## src/rtl/usb_pkg.sv

```systemverilog
// Shared PID encodings, FSM state type and defaults for the USB protocol layer.
package usb_pkg;

  localparam int unsigned DEFAULT_TIMEOUT_CYCLES = 1024;

  localparam logic [3:0] PID_OUT   = 4'b0001;
  localparam logic [3:0] PID_IN    = 4'b1001;
  localparam logic [3:0] PID_DATA0 = 4'b0011;
  localparam logic [3:0] PID_DATA1 = 4'b1011;
  localparam logic [3:0] PID_ACK   = 4'b0010;
  localparam logic [3:0] PID_NAK   = 4'b1010;
  localparam logic [3:0] PID_STALL = 4'b1110;

  typedef enum logic [2:0] {
    IDLE,
    WAIT_DATA,
    SEND,
    TX_LAUNCH,
    TX_BUSY,
    WAIT_HOST_ACK
  } state_t;

  // DATA0 and DATA1 differ only in bit 3, which is the toggle value.
  function automatic logic is_data_pid(input logic [3:0] pid);
    return pid[2:0] == 3'b011;
  endfunction

endpackage

```

## src/rtl/usb_timeout_counter.sv

```systemverilog
// Wait-state watchdog: counts while enabled, restarts on clear, flags LIMIT-1.
module usb_timeout_counter #(
  parameter int unsigned LIMIT = 1024
) (
  input  logic clk,
  input  logic n_rst,
  input  logic clear,
  input  logic enable,
  output logic expired
);

  localparam int unsigned CW = $clog2(LIMIT) + 1;

  logic [CW-1:0] count;

  always_ff @(posedge clk or negedge n_rst) begin
    if (!n_rst) begin
      count <= '0;
    end else if (clear || !enable) begin
      count <= '0;
    end else begin
      count <= count + 1'b1;
    end
  end

  assign expired = enable && (count == CW'(LIMIT - 1));

endmodule

```

## src/rtl/usb_protocol_ctrl.sv

```systemverilog
// Protocol-layer sequencer: decodes host tokens, picks handshake/data responses,
// launches usb_tx and tracks per-direction DATA0/DATA1 toggles.
module usb_protocol_ctrl
  import usb_pkg::*;
#(
  parameter int unsigned TIMEOUT_CYCLES = DEFAULT_TIMEOUT_CYCLES
) (
  input  logic       clk,
  input  logic       n_rst,
  input  logic [3:0] rx_packet,
  input  logic       rx_data_ready,
  input  logic       rx_error,
  input  logic       tx_transfer_active,
  input  logic       tx_error,
  input  logic       tx_data_valid,
  input  logic       host_rx_read,
  input  logic       clear_error,
  output logic [3:0] tx_packet,
  output logic       tx_start,
  output logic       clear_buffer,
  output logic       d_mode,
  output logic       rx_done,
  output logic       tx_done,
  output logic       error_flag
);

  state_t     state, next_state;
  logic [3:0] packet_d;
  logic       rx_done_d, clear_d, tx_done_d, err_set;
  logic       flip_out, flip_in, pend_set;
  logic       out_toggle, in_toggle, rx_pending;
  logic       expired, wait_state;

  assign wait_state = (state == WAIT_DATA) || (state == TX_LAUNCH) || (state == WAIT_HOST_ACK);

  usb_timeout_counter #(.LIMIT(TIMEOUT_CYCLES)) u_timeout (
    .clk     (clk),
    .n_rst   (n_rst),
    .clear   (next_state != state),
    .enable  (wait_state),
    .expired (expired)
  );

  always_comb begin
    next_state = state;
    packet_d   = tx_packet;
    rx_done_d  = 1'b0;
    clear_d    = 1'b0;
    tx_done_d  = 1'b0;
    err_set    = 1'b0;
    flip_out   = 1'b0;
    flip_in    = 1'b0;
    pend_set   = 1'b0;
    unique case (state)
      IDLE: begin
        if (rx_error) begin
          err_set = 1'b1;
        end else if (rx_data_ready) begin
          if (rx_packet == PID_OUT) begin
            next_state = WAIT_DATA;
          end else if (rx_packet == PID_IN) begin
            next_state = SEND;
            packet_d   = tx_data_valid ? (in_toggle ? PID_DATA1 : PID_DATA0) : PID_NAK;
          end
        end
      end
      WAIT_DATA: begin
        if (rx_error || expired) begin
          err_set    = 1'b1;
          clear_d    = 1'b1;
          next_state = IDLE;
        end else if (rx_data_ready) begin
          if (is_data_pid(rx_packet)) begin
            next_state = SEND;
            // A toggle mismatch is a host retry of data already accepted: ACK it again.
            if (rx_packet[3] != out_toggle) begin
              clear_d  = 1'b1;
              packet_d = PID_ACK;
            end else if (rx_pending) begin
              clear_d  = 1'b1;
              packet_d = PID_NAK;
            end else begin
              rx_done_d = 1'b1;
              flip_out  = 1'b1;
              pend_set  = 1'b1;
              packet_d  = PID_ACK;
            end
          end else begin
            err_set    = 1'b1;
            clear_d    = 1'b1;
            next_state = IDLE;
          end
        end
      end
      SEND: next_state = TX_LAUNCH;
      TX_LAUNCH: begin
        if (expired) begin
          err_set    = 1'b1;
          next_state = IDLE;
        end else if (tx_transfer_active) begin
          next_state = TX_BUSY;
        end
      end
      TX_BUSY: begin
        if (tx_error) begin
          err_set    = 1'b1;
          next_state = IDLE;
        end else if (!tx_transfer_active) begin
          next_state = is_data_pid(tx_packet) ? WAIT_HOST_ACK : IDLE;
        end
      end
      WAIT_HOST_ACK: begin
        if (rx_error || expired) begin
          err_set    = 1'b1;
          next_state = IDLE;
        end else if (rx_data_ready) begin
          if (rx_packet == PID_ACK) begin
            tx_done_d  = 1'b1;
            clear_d    = 1'b1;
            flip_in    = 1'b1;
            next_state = IDLE;
          end else if (rx_packet == PID_NAK) begin
            next_state = IDLE;
          end
        end
      end
      default: next_state = IDLE;
    endcase
    if (next_state == IDLE) packet_d = '0;
  end

  always_ff @(posedge clk or negedge n_rst) begin
    if (!n_rst) begin
      state        <= IDLE;
      tx_packet    <= '0;
      rx_done      <= 1'b0;
      clear_buffer <= 1'b0;
      tx_done      <= 1'b0;
      error_flag   <= 1'b0;
      out_toggle   <= 1'b0;
      in_toggle    <= 1'b0;
      rx_pending   <= 1'b0;
    end else begin
      state        <= next_state;
      tx_packet    <= packet_d;
      rx_done      <= rx_done_d;
      clear_buffer <= clear_d;
      tx_done      <= tx_done_d;
      if (flip_out) out_toggle <= ~out_toggle;
      if (flip_in)  in_toggle  <= ~in_toggle;
      if (err_set)          error_flag <= 1'b1;
      else if (clear_error) error_flag <= 1'b0;
      if (pend_set)          rx_pending <= 1'b1;
      else if (host_rx_read) rx_pending <= 1'b0;
    end
  end

  assign tx_start = (state == SEND);
  assign d_mode   = (state == SEND) || (state == TX_LAUNCH) || (state == TX_BUSY);

endmodule

```

## config.mk

```make
export PLATFORM = sky130hd
export DESIGN_NAME = usb_protocol_ctrl
export DESIGN_NICKNAME = d
export VERILOG_FILES = /design/src/rtl/usb_pkg.sv /design/src/rtl/usb_timeout_counter.sv /design/src/rtl/usb_protocol_ctrl.sv
export SDC_FILE = /design/constraint.sdc
export NUM_CORES = 1
export LEC_CHECK = 0
export CORE_MARGIN = 10
export CORE_UTILIZATION = 45
export DETAILED_ROUTE_END_ITERATION = 16
export GPL_ROUTABILITY_DRIVEN = 0
export PLACE_DENSITY = 0.76
export SLEW_MARGIN = 25
export SYNTH_ARGS = -nofsm -noshare
export SYNTH_HDL_FRONTEND = slang
export SYNTH_SLANG_ARGS = --single-unit
```

## constraint.sdc

```tcl
create_clock -name clk -period 3.9 [get_ports clk]
set_clock_uncertainty 0.15 [all_clocks]
set_input_delay 1.17 -clock clk [delete_from_list [all_inputs] [get_ports clk]]
set_output_delay 1.17 -clock clk [all_outputs]
set_load 0.1 [all_outputs]
```

-- After elaboration in Yosys (flattened, before gate mapping)
Index checks and enable logic that the tools add are counted.
- RAM bits: 0
- bits in read-only memories: 0
- output and inout bits: 10
- input bits: 13
- latch bits: 0
- register bits after elaboration: 25
- memories kept: 0
- logic and storage cells: 107
- multiply operators: 0
- multiplexer cells: 59
- reduce and logical (&&, ||, !) cells: 14
- shift-type cells: 0
- add/subtract/negate cells: 1
- eq/ne operators: 21
- bitwise gates (word level): 2
- div/mod/pow operators: 0
- order comparisons: 0
- operators by type and width (operator ; count):
    4-bit two-way mux ; 12
    3-bit two-way mux ; 15
    1-bit two-way mux ; 26
    3-bit one-hot mux with 6 select lines ; 1
    3-bit by 2-bit equality test with 1-bit output, second input constant ; 4
    3-bit inequality test, second input constant ; 4
    11-bit by 1-bit adder with 11-bit output, second input constant ; 1
    11-bit by 10-bit equality test with 1-bit output, second input constant ; 1
    11-bit two-way mux ; 1
    4-bit equality test, second input constant ; 2
    4-bit one-hot mux with 2 select lines ; 1
    8-bit AND reduction ; 1
    3-bit equality test, second input constant ; 2
    3-bit zero test ; 2
    1-bit logical OR ; 6
    3-bit by 2-bit inequality test with 1-bit output, second input constant ; 2
    1-bit one-hot mux with 5 select lines ; 1
    4-bit by 1-bit equality test with 1-bit output, second input constant ; 1
    4-bit by 2-bit equality test with 1-bit output, second input constant ; 1
    2-bit nonzero test ; 2
    3-bit by 1-bit equality test with 1-bit output, second input constant ; 1
    3-bit by 1-bit inequality test with 1-bit output, second input constant ; 1
    3-bit inequality test ; 1
    3-bit nonzero test ; 1
    other kinds (6) ; 7

-- Logic depth before layout (Yosys ltp)
- depth in word-level cells: 10
- gate-level depth with buffers: 7
- mapped depth without buffers: 6

-- Modules after synthesis
A second synthesis with hierarchy kept.
- cell total of the unflattened synthesis: 147
- area, all modules: 1378.8 µm²
- modules (own cells, without submodules) (module ; instances ; cells an instance ; sequential area each (µm²) ; area an instance (µm²)):
    usb_protocol_ctrl ; 1 ; 94 ; 325.3 ; 849.6
    usb_timeout_counter ; 1 ; 53 ; 275.3 ; 529.3

-- Least setup slack after synthesis
Ideal clock, no wire load.
- path kind: register to output
- start point: reg state[1]
- end point: out d_mode
- path slack: -0.221 ns
- data arrival time: 2.801 ns
- data required time: 2.580 ns
- path buffers: 1
- cell stages (with the launch flop): 4
- cell sequence: dfrtp_1 buf_2 nand2b_1 o21ai_0
- cells in the longest elaborated chain, start to end: 3
- elaborated cells on any way between the ends: 5
- those cells by class: 3 x eq/ne; 2 x reduce/logical
- ends and longest elaborated chain (what ; line ; source):
    from (decl) ; usb_protocol_ctrl.sv:27 ; state_t state, next_state;
    from (signal assigned) ; usb_protocol_ctrl.sv:144 ; state <= next_state;
    3-bit by 2-bit equality test with 1-bit output ; usb_protocol_ctrl.sv:159 ; assign d_mode = (state == SEND) || (state == TX_LAUNCH) || (state == TX_BUSY);
    1-bit logical OR ; usb_protocol_ctrl.sv:159 ;
    1-bit logical OR (*) ; usb_protocol_ctrl.sv:159 ;
    to (decl) ; usb_protocol_ctrl.sv:21 ; output logic d_mode,
Every way passes the cells marked *; elsewhere a longest branch is shown, timed or not.

-- Final worst setup path
- start point: reg state[1]
- end point: out tx_start
- cells in the longest elaborated chain, start to end: 1
- ends and longest elaborated chain (what ; line ; source):
    3-bit by 2-bit equality test with 1-bit output ; usb_protocol_ctrl.sv:158 ; assign tx_start = (state == SEND);
    to (decl) ; usb_protocol_ctrl.sv:19 ; output logic tx_start,
Every way passes these cells.

==> impl_summary.md <==
Outcome
The flow ran to the end, and the final reports show no timing, DRC or antenna violations.

Logic synthesis
The fraction of registers with async set/reset is 1.00. Counting every net in the synthesized netlist gives 155. The most instantiated library cell after synthesis is sky130_fd_sc_hd__dfrtp_1.

The average instance in the mapped netlist occupies 9.73 sq um. The yosys synthesis warning count is 0. For this run, the register share of the synthesized area comes to 0.438.

In the synthesized netlist, the number of instances is approximately 140. The number of distinct library cells after synthesis is 45. Summing every instance area after synthesis gives 1370 sq um. In the post-synthesis netlist, the biggest area contributors are sky130_fd_sc_hd__dfrtp_1 (44%), sky130_fd_sc_hd__nor2_1 (4.9%), sky130_fd_sc_hd__xnor2_1 (4.5%). Ranked by instance count, the synthesized netlist is headed by sky130_fd_sc_hd__dfrtp_1 (24), sky130_fd_sc_hd__nor2_1 (18), sky130_fd_sc_hd__inv_1 (10).

The portion of synthesized cell area occupied by the leading cell type is 0.438. In the synthesized netlist the dominant register cell turns out to be sky130_fd_sc_hd__dfrtp_1. Of all cell types, the one taking the most synthesized area is sky130_fd_sc_hd__dfrtp_1.

The synthesized design contains 0 enable-type register cells. The total of flip-flops plus latches after synthesis is 24.

Timing
Static timing analysis puts the maximum clock frequency at around 0.33 GHz. The max-slew violation total from the final report came to 0. The worst setup margin is 0.903 ns.

For the pin with the worst max-slew slack, the measured transition is about 0.63 ns. The worst relative slew slack is 0.573. The number of hold-slack violations in the final timing report is 0. The aggregate negative setup slack is 0 ns. Setup repair after global routing left no endpoint under its margin. The ratio of final minimum period to clock period is 0.768. The count of endpoints failing setup in the final report is 0. The shortest period the worst path allows is 3.00 ns.

Floorplan
The area of the core region is around 2800 sq um. Measured along the x axis, the die boundary spans 75.2 um. The starting density of the core is 0.485.

23 I/O pins were placed. The number of rows created at floorplan is 19. The floorplan step defined a die boundary enclosing 5660 sq um. The floorplan step set the die height to around 75 um.

Power
For this design the ratio of total power to cell area is between 500 and 600 nW/um^2. The maximum vdd ir drop is 403 uV. In this run the static leakage power is 0.715 nW.

Setup path
The setup check on the worst reg-to-reg path leaves a slack of 1.64 ns. STA puts the critical path data arrival time at about 1.7 ns. The nature of the critical path startpoint is a register. The worst setup path is captured at an output pin. The worst register-to-register path has a depth of 5. In this run the worst setup path terminates at tx_start. The launch point of the critical path is state[1].

The maximum fanout along the worst path is 12. The type of the worst setup path is register to output pin. The beginning of the worst register-to-register path is state[0].

The endpoint required time on the critical path is 2.58 ns. The worst register-to-register path ends at tx_packet[1].

Clock network
Post-CTS timing repair inserted 0 buffers for setup. The tree built by TritonCTS fans out to 24 sinks. For the worst-skew pair, the clock arrives at the later sink with an insertion delay of 0.31 ns. The clock root buffer master is sky130_fd_sc_hd__clkbuf_4. The maximum root-to-sink buffer count is 2. Counting the buffers created by CTS gives 3. In this run the number of H-tree levels came out at 1. The clock-pin slew on the worst setup and hold paths is 0.13 ns. The number of hold buffers added after CTS was 0.

The total of cells resized after clock tree synthesis is 0. TritonCTS built the clock tree.

Global routing
The via count of the first global-routing pass is 1096. The pin count of the biggest net entering global routing is 25. The first global-routing pass estimated 5.11 mm of wire. The total congestion overflow is 0. The initial antenna violation count was 0. The total global routing track utilization is 0.114.

Finish
Counting the fill cells in the layout gives about 260. The number of nets in the final layout is approximately 180. The area growth from synthesis to final layout is 16.4%. 0 antenna diodes ended up in the layout. The final core utilization is 0.565. Once layout is complete, the cells apart from fillers number 192. Of the cells placed in the final design, the portion with a size suffix greater than 1 is 0.186.

Place
The post-detailed-placement half-perimeter wirelength is around 2.3 mm. The number of cells in the design after placement is ~190. Buffers placed on the I/O ports in this run total 21. Timing analysis after detailed placement gives a worst setup slack of 0.617 ns.

Detailed routing
The vias after detailed routing is 1073. The detailed-route wire length per cell is 15.5 um. The pre-antenna-repair detailed-routing pass consisted of 4 iterations. After detailed routing, the number of vias per cell comes to 5.59. The DRC violation count after routing is 0.

The detailed router finished its first iteration with 64 violations. The sum of routed wire length over all layers is 2.97 mm. The post-route antenna net violation count is 0.

Min path
The path class of the tightest hold or removal check is register to register. The startpoint of the tightest hold check path is u_timeout.count[0].

Job
The total of max-cap violations is 0.
-- routing by layer --
metal | global-route usage | vias up | routed length, um
met4 | 0.0557 | 0 | 45
met2 | 0.177 | 27 | 1420
met1 | 0.140 | 516 | 1340
li1 | - | 526 | -
met3 | 0.0355 | 4 | 161
met5 | 0 | - | 0
-- power breakdown --
group	internal, mW	leakage (nW)	switching, mW
clock	0.0570	0.0210	0.0725
combinational	0.123	0.366	0.286
sequential	0.280	0.328	0.0576
-- flip-flops by register name, indices dropped and copies added, names as in the netlist --
| signal | cells |
|---|---|
| out_toggle | 1 |
| rx_done | 1 |
| error_flag | 1 |
| rx_pending | 1 |
| u_timeout.count | 11 |
| tx_done | 1 |
| state | 3 |
| clear_buffer | 1 |
| tx_packet | 3 |
| in_toggle | 1 |
-- worst min-delay path by stage --
stage / end / slack [ns] / cells past startpoint
6_report: u_timeout.count[0] / 0.35 / 1
5_1_grt: u_timeout.count[0] / 0.37 / 1
4_1_cts: u_timeout.count[0] / 0.35 / 1
3_5_place_dp: in_toggle / 0.33 / 1
3_3_place_gp: in_toggle / 0.31 / 1
2_1_floorplan: in_toggle / 0.29 / 1
-- through the flow --
stage                     hold WS (ns)  power (mW)  cell area (sq um)
after detailed placement         0.333       0.752               1560
final                            0.348       0.877               1600
after global placement           0.313       0.748               1560
after global routing             0.374       0.926               1600
after CTS                        0.352       0.882               1600
after floorplan                  0.292       0.666               1370
-- cell usage in the layout, fill, tap and decap left out, drive strengths merged, types with 2 or more instances in the layout --
cell / count
clkdlybuf4s50: 12
nand3b: 2
a21o: 2
o21ai: 4
nor3: 6
dfrtp: 24
a22oi: 2
xor2: 5
xnor2: 7
nand4: 3
nand3: 4
nand2b: 4
or4b: 2
o21bai: 2
inv: 10
buf: 10
nand2: 9
nor2: 18
mux2i: 2
clkbuf: 4
nor3b: 2
a21oi: 6
and3: 2
nor4b: 2
-- kinds of logic (layout without fill, tap and decap cells) --
family                   after synthesis  in the layout  synth area share
XOR/XNOR                              12             12            0.0766
AO/OA/AOI/OAI                         23             23             0.119
other                                  1              1           0.00273
multiplexers                           2              2            0.0146
AND/OR/NAND/NOR                       62             62             0.280
adder cells (fa/ha/maj)                1              1           0.00911
flip-flops                            24             24             0.438
buffers and inverters                 16             36            0.0602
-- final cells by class --
| class | count | area [sq um] | area share |
|---|---|---|---|
| Sequential cell | 24 | 601 | 0.376 |
| Tap cell | 31 | 38.8 | 0.0243 |
| Multi-Input combinational cell | 101 | 689 | 0.431 |
| Inverter | 10 | 37.5 | 0.0235 |
| Clock buffer | 4 | 36.3 | 0.0227 |
| Timing Repair Buffer | 22 | 195 | 0.122 |
-- critical path, stage by stage (launching register included) --
cell and delay (ns):
sky130_fd_sc_hd__dfrtp_1 0.63, sky130_fd_sc_hd__nand2b_1 0.17, sky130_fd_sc_hd__nor2_1 0.22, sky130_fd_sc_hd__buf_4 0.34
Power figures use the tool's default switching activity.
==> edit 1 (same flow settings) <==
Re-encode `state_t` (6 states) as one-hot, 6 bits wide.
--- a/src/rtl/usb_pkg.sv
+++ b/src/rtl/usb_pkg.sv
@@ -13,9 +13,9 @@
 
-  typedef enum logic [2:0] {
-    IDLE,
-    WAIT_DATA,
-    SEND,
-    TX_LAUNCH,
-    TX_BUSY,
-    WAIT_HOST_ACK
+  typedef enum logic [5:0] {
+    IDLE          = 6'b000001,
+    WAIT_DATA     = 6'b000010,
+    SEND          = 6'b000100,
+    TX_LAUNCH     = 6'b001000,
+    TX_BUSY       = 6'b010000,
+    WAIT_HOST_ACK = 6'b100000
   } state_t;
Check against the original RTL: same outputs for any inputs over 10 cycles, from zero or initial values and one cycle with n_rst low; not proved beyond that.
==> edit 1 against the unedited design <==
- critical endpoint unchanged
- sequential cell count rose by 3
- cell area rose by 15%
- setup slack got worse by 0.39 ns
- via count grew 23%
- routed wire length grew 17%
- synthesized area rose by 15%
- highest routed layer unchanged
- non-clock buffer count is the same
Power is not compared: it rests on default switching activity, and its combinational part moved more than twofold at a synthesized area within 25%.
==> edit 1: results (changes against the unedited design) <==
- Synthesized Nets: 174 (+12%)
- Pre-CTS WS: 0.665 ns (+0.0483 ns)
- Reg2Reg Capture Point: tx_packet[3]$_DFFE_PN0P_
- Status: complete, no violations
- Register-to-register setup slack: 1.56 ns (-0.08 ns)
- DR WL/cell: 15.4 um (-0.66%)
- Vias: 1322 (+23%)
- Mean Syn Cell Area: 9.88 um^2 (+1.5%)
- DR iter-0 viols: 112 (+75%)
- Slowest CP cell: or4_4
- Dpl cells: 223 (+19%)
- Worst-path maximum fanout: 8 (-4)
- Critical Path Start: state[5]$_DFF_PN0_
- Largest net degree at the start of global routing: 28 (+12%)
- GRT Total Usage: 11.6% (+0.26 points)
- First-pass GRT wire length: 6200 um (+21%)
- Period utilization: 86.8% (+10 points)
- Sequential element share of the synthesized area: 42.8% (-0.96 points)
- Final net count: 196 (+11%)
- Top cells by count, synth: dfrtp_1, nor2_1, nand3_1, xor2_1, nor3_1
- # fillers: 339 (+29%)
- Fin cells: 227 (+18%)
- Placed Area: 1810 um^2 (+16%)
- Max_slew headroom: 65.0% (+7.7 points)
- Fraction of layout cells with a size suffix above 1: 13.8% (-4.8 points)
- R2R depth: 4 (-1)
- Number of global-route vias before repair: 1395 (+27%)
- Clock latency on the worst-skew pair: 0.32 ns
- Slowest stage delay, CP: 0.61 ns (-0.02 ns)
- Final HPWL DP: 2790 um (+21%)
[edit 1: layout make-up]
class                           instances  area, um^2  area share, %
Multi-Input combinational cell        124         853           46.4
Inverter                                4        15.0          0.816
Clock buffer                            3        22.5           1.22
Timing Repair Buffer                   22         208           11.3
Clock inverter                          1        7.51          0.408
Sequential cell                        27         677           36.8
Tap cell                               46        57.6           3.13
[edit 1: where the power goes]
part           total (mW)  switching, mW  internal (mW)  leakage, nW
registers           0.309         0.0154          0.294        0.371
clock network       0.124         0.0849         0.0392       0.0139
logic               0.172          0.109         0.0627        0.348
[edit 1: worst min path at each step]
stage	end	depth (start not counted)	from	slack, ns
after floorplan	in_toggle$_DFFE_PN0P_	1	in_toggle$_DFFE_PN0P_	0.28
after global placement	in_toggle$_DFFE_PN0P_	1	in_toggle$_DFFE_PN0P_	0.30
after detailed placement	in_toggle$_DFFE_PN0P_	1	in_toggle$_DFFE_PN0P_	0.30
after CTS	in_toggle$_DFFE_PN0P_	1	in_toggle$_DFFE_PN0P_	0.33
after global routing	in_toggle$_DFFE_PN0P_	1	in_toggle$_DFFE_PN0P_	0.35
final	in_toggle$_DFFE_PN0P_	1	in_toggle$_DFFE_PN0P_	0.32
[edit 1: cell families after synthesis]
| family | Yosys count | synth area share [%] |
|---|---|---|
| buf+inv | 9 | 3.24 |
| fa+ha+maj | 1 | 0.791 |
| flops | 27 | 42.8 |
| other cells | 1 | 0.237 |
| xor+xnor | 14 | 7.75 |
| compound gates | 29 | 15.1 |
| simple gates | 79 | 30.1 |
[edit 1: metal layers]
metal,vias to the layer above,GRT usage [%],share of wire (%)
met5,-,0,0
met4,0,3.94,0.49
met3,2,2.25,5.9
met2,36,19.8,49
met1,655,14.3,44
li1,629,-,-
==> edit 2 (config.mk and constraints unchanged) <==
Made on the original files. `DEFAULT_TIMEOUT_CYCLES`: 1024 -> 512.
--- a/src/rtl/usb_pkg.sv
+++ b/src/rtl/usb_pkg.sv
@@ -3,3 +3,3 @@
 
-  localparam int unsigned DEFAULT_TIMEOUT_CYCLES = 1024;
+  localparam int unsigned DEFAULT_TIMEOUT_CYCLES = 512;
 
Behaviour: same outputs for any inputs over 10 cycles, from zero or initial values and one cycle with n_rst low; that may be too few to reach the edited logic, so the function may still have changed.
==> edit 2 against the unedited design <==
- routed wire length grew 4.1%
- highest routed layer unchanged
- power down 15%
- maximum frequency rose by 1.4%
- cell area down 5.5%
- global-route usage increased by 0.64 points
- setup slack better by 0.042 ns
- sequential share of layout area is 0.52 points higher
- sequential cell count shrank 1
- clock power shrank 18%
- combinational power is 15% lower
- synthesized area shrank 6.3%
- critical endpoint unchanged
- largest cell class unchanged
==> edit 2: results (changes against the unedited design) <==
- Synth cell types: 47 (+4.4%)
- Final antenna diode count: 0 (unchanged)
- Clk buf depth: 2 (unchanged)
- Postcts setup bufs: 0 (unchanged)
- Largest net degree at the start of global routing: 24 (-4.0%)
- Largest registers: u_timeout.count: 10 flops, state: 3 flops, tx_packet: 3 flops
- GRT Total Usage: 12.0% (+0.64 points)
- Most used flip-flop cell after synthesis: dfrtp_1
- Clock latency on the worst-skew pair: 0.30 ns
- Port Buf Inserts: 21 (unchanged)
- Pint: 0.400 mW (-13%)
- First-pass GRT wire length: 5300 um (+3.8%)
- HP Class: flip-flop to flip-flop
- Top cells by count, synth: dfrtp_1, nor2_1, nand2_1, inv_1, xor2_1
- Pleak: 0.675 nW (-5.6%)
- CTS root buffer: clkbuf_4
- Status: complete, no violations
- TritonCTS Buffers: 3 (unchanged)
- Yosys warnings: 0 (unchanged)
- # fillers: 269 (+2.7%)
- DR vias/cell: 5.74 (+2.7%)
- Final HPWL DP: 2400 um (+4.1%)
- Async SR Flop Fraction: 100% (unchanged)
- Worst EP arrival: 1.63 ns (-0.05 ns)
- Dpl cells: 184 (-2.1%)
- Htree depth: 1 (unchanged)
- Clock slew at reported path FFs: 0.12 ns
- Fraction of layout cells with a size suffix above 1: 13.4% (-5.3 points)
- Peak supply drop: 0.385 mV (-4.5%)
- Top cells by area, synth: dfrtp_1, nor2_1, xor2_1
- Synthesized Nets: 150 (-3.2%)
- Drt pass-1 iters: 4 (unchanged)
- Worst slew pin tran: 0.517 ns (-0.114 ns)
- DR iter-0 viols: 103 (+61%)
- Cells after synthesis: 136 (-3.5%)
- Sequential element share of the synthesized area: 44.7% (+0.99 points)
- Vias: 1079 (+0.56%)
- Initial antenna violation count: 0 (unchanged)
- Final net count: 172 (-2.3%)
- Resized Gates After CTS: 0 (unchanged)
- Total Routed Length: 3090 um (+4.1%)
- Worst-path maximum fanout: 13 (+1)
edit 2: cells by family (layout without fill, tap and decap cells):
logic type | count (synthesis) | in the layout | synth area share [%]
buffers and inverters | 12 | 33 | 4.28
other | 1 | 1 | 0.292
AOI/OAI and AO/OA | 25 | 25 | 14.6
xor gates and xnor gates | 11 | 11 | 7.49
muxes | 2 | 2 | 1.65
DFF | 23 | 23 | 44.7
adders and majority gates | 1 | 1 | 0.973
and+or+nand+nor | 61 | 61 | 26.0
edit 2: worst max-delay path, stage by stage (launching register included):
cell and delay, ns:
dfrtp_1 0.56, or2b_1 0.36, nor2_1 0.11, buf_4 0.30
edit 2: power groups by stage:
stage / clock network [mW] / registers, mW / logic (mW)
2_1_floorplan: 0 / 0.344 / 0.222
3_3_place_gp: 0 / 0.295 / 0.345
3_5_place_dp: 0 / 0.297 / 0.349
4_1_cts: 0.112 / 0.292 / 0.350
5_1_grt: 0.122 / 0.297 / 0.374
6_report: 0.107 / 0.292 / 0.348
edit 2: per-stage QoR:
step / worst slack [ns] / instance area (um^2)
floorplan: 0.490 / 1290
global placement: 0.845 / 1490
detailed placement: 0.735 / 1490
CTS: 0.923 / 1520
global route: 0.832 / 1510
finish: 0.946 / 1510
edit 2: final timing paths:
check | start | endpoint | slack [ns] | cells after the start
max reg2reg | u_timeout.count[0]$_DFF_PN0_ | tx_packet[3]$_DFFE_PN0P_ | 1.75 | 6
min reg2reg | u_timeout.count[0]$_DFF_PN0_ | u_timeout.count[0]$_DFF_PN0_ | 0.32 | 1
min | u_timeout.count[0]$_DFF_PN0_ | u_timeout.count[0]$_DFF_PN0_ | 0.32 | 1
min in group asynchronous | n_rst | out_toggle$_DFFE_PN0P_ | 0.67 | 1
max in group asynchronous | n_rst | u_timeout.count[9]$_DFF_PN0_ | 2.59 | 1
max | state[2]$_DFF_PN0_ | tx_start | 0.95 | 3
edit 2: per-layer routing:
metal | part of all wire, % | wire length [um] | track usage (%) | vias up
li1 | - | - | - | 521
met1 | 43 | 1320 | 15.2 | 518
met2 | 50 | 1530 | 19.1 | 38
met3 | 7.3 | 225 | 2.83 | 2
met4 | 0.39 | 12 | 4.97 | 0
met5 | 0 | 0 | 0 | -
edit 2: final cells by class:
| type | count | area [um^2] | share of cell area (%) |
|---|---|---|---|
| clock buffer | 3 | 22.5 | 1.49 |
| clock inverter | 1 | 5.00 | 0.331 |
| inverter | 8 | 30.0 | 1.99 |
| multi-input combinational | 101 | 656 | 43.4 |
| sequential | 23 | 576 | 38.1 |
| tap | 31 | 38.8 | 2.57 |
| timing repair buffer | 21 | 183 | 12.1 |
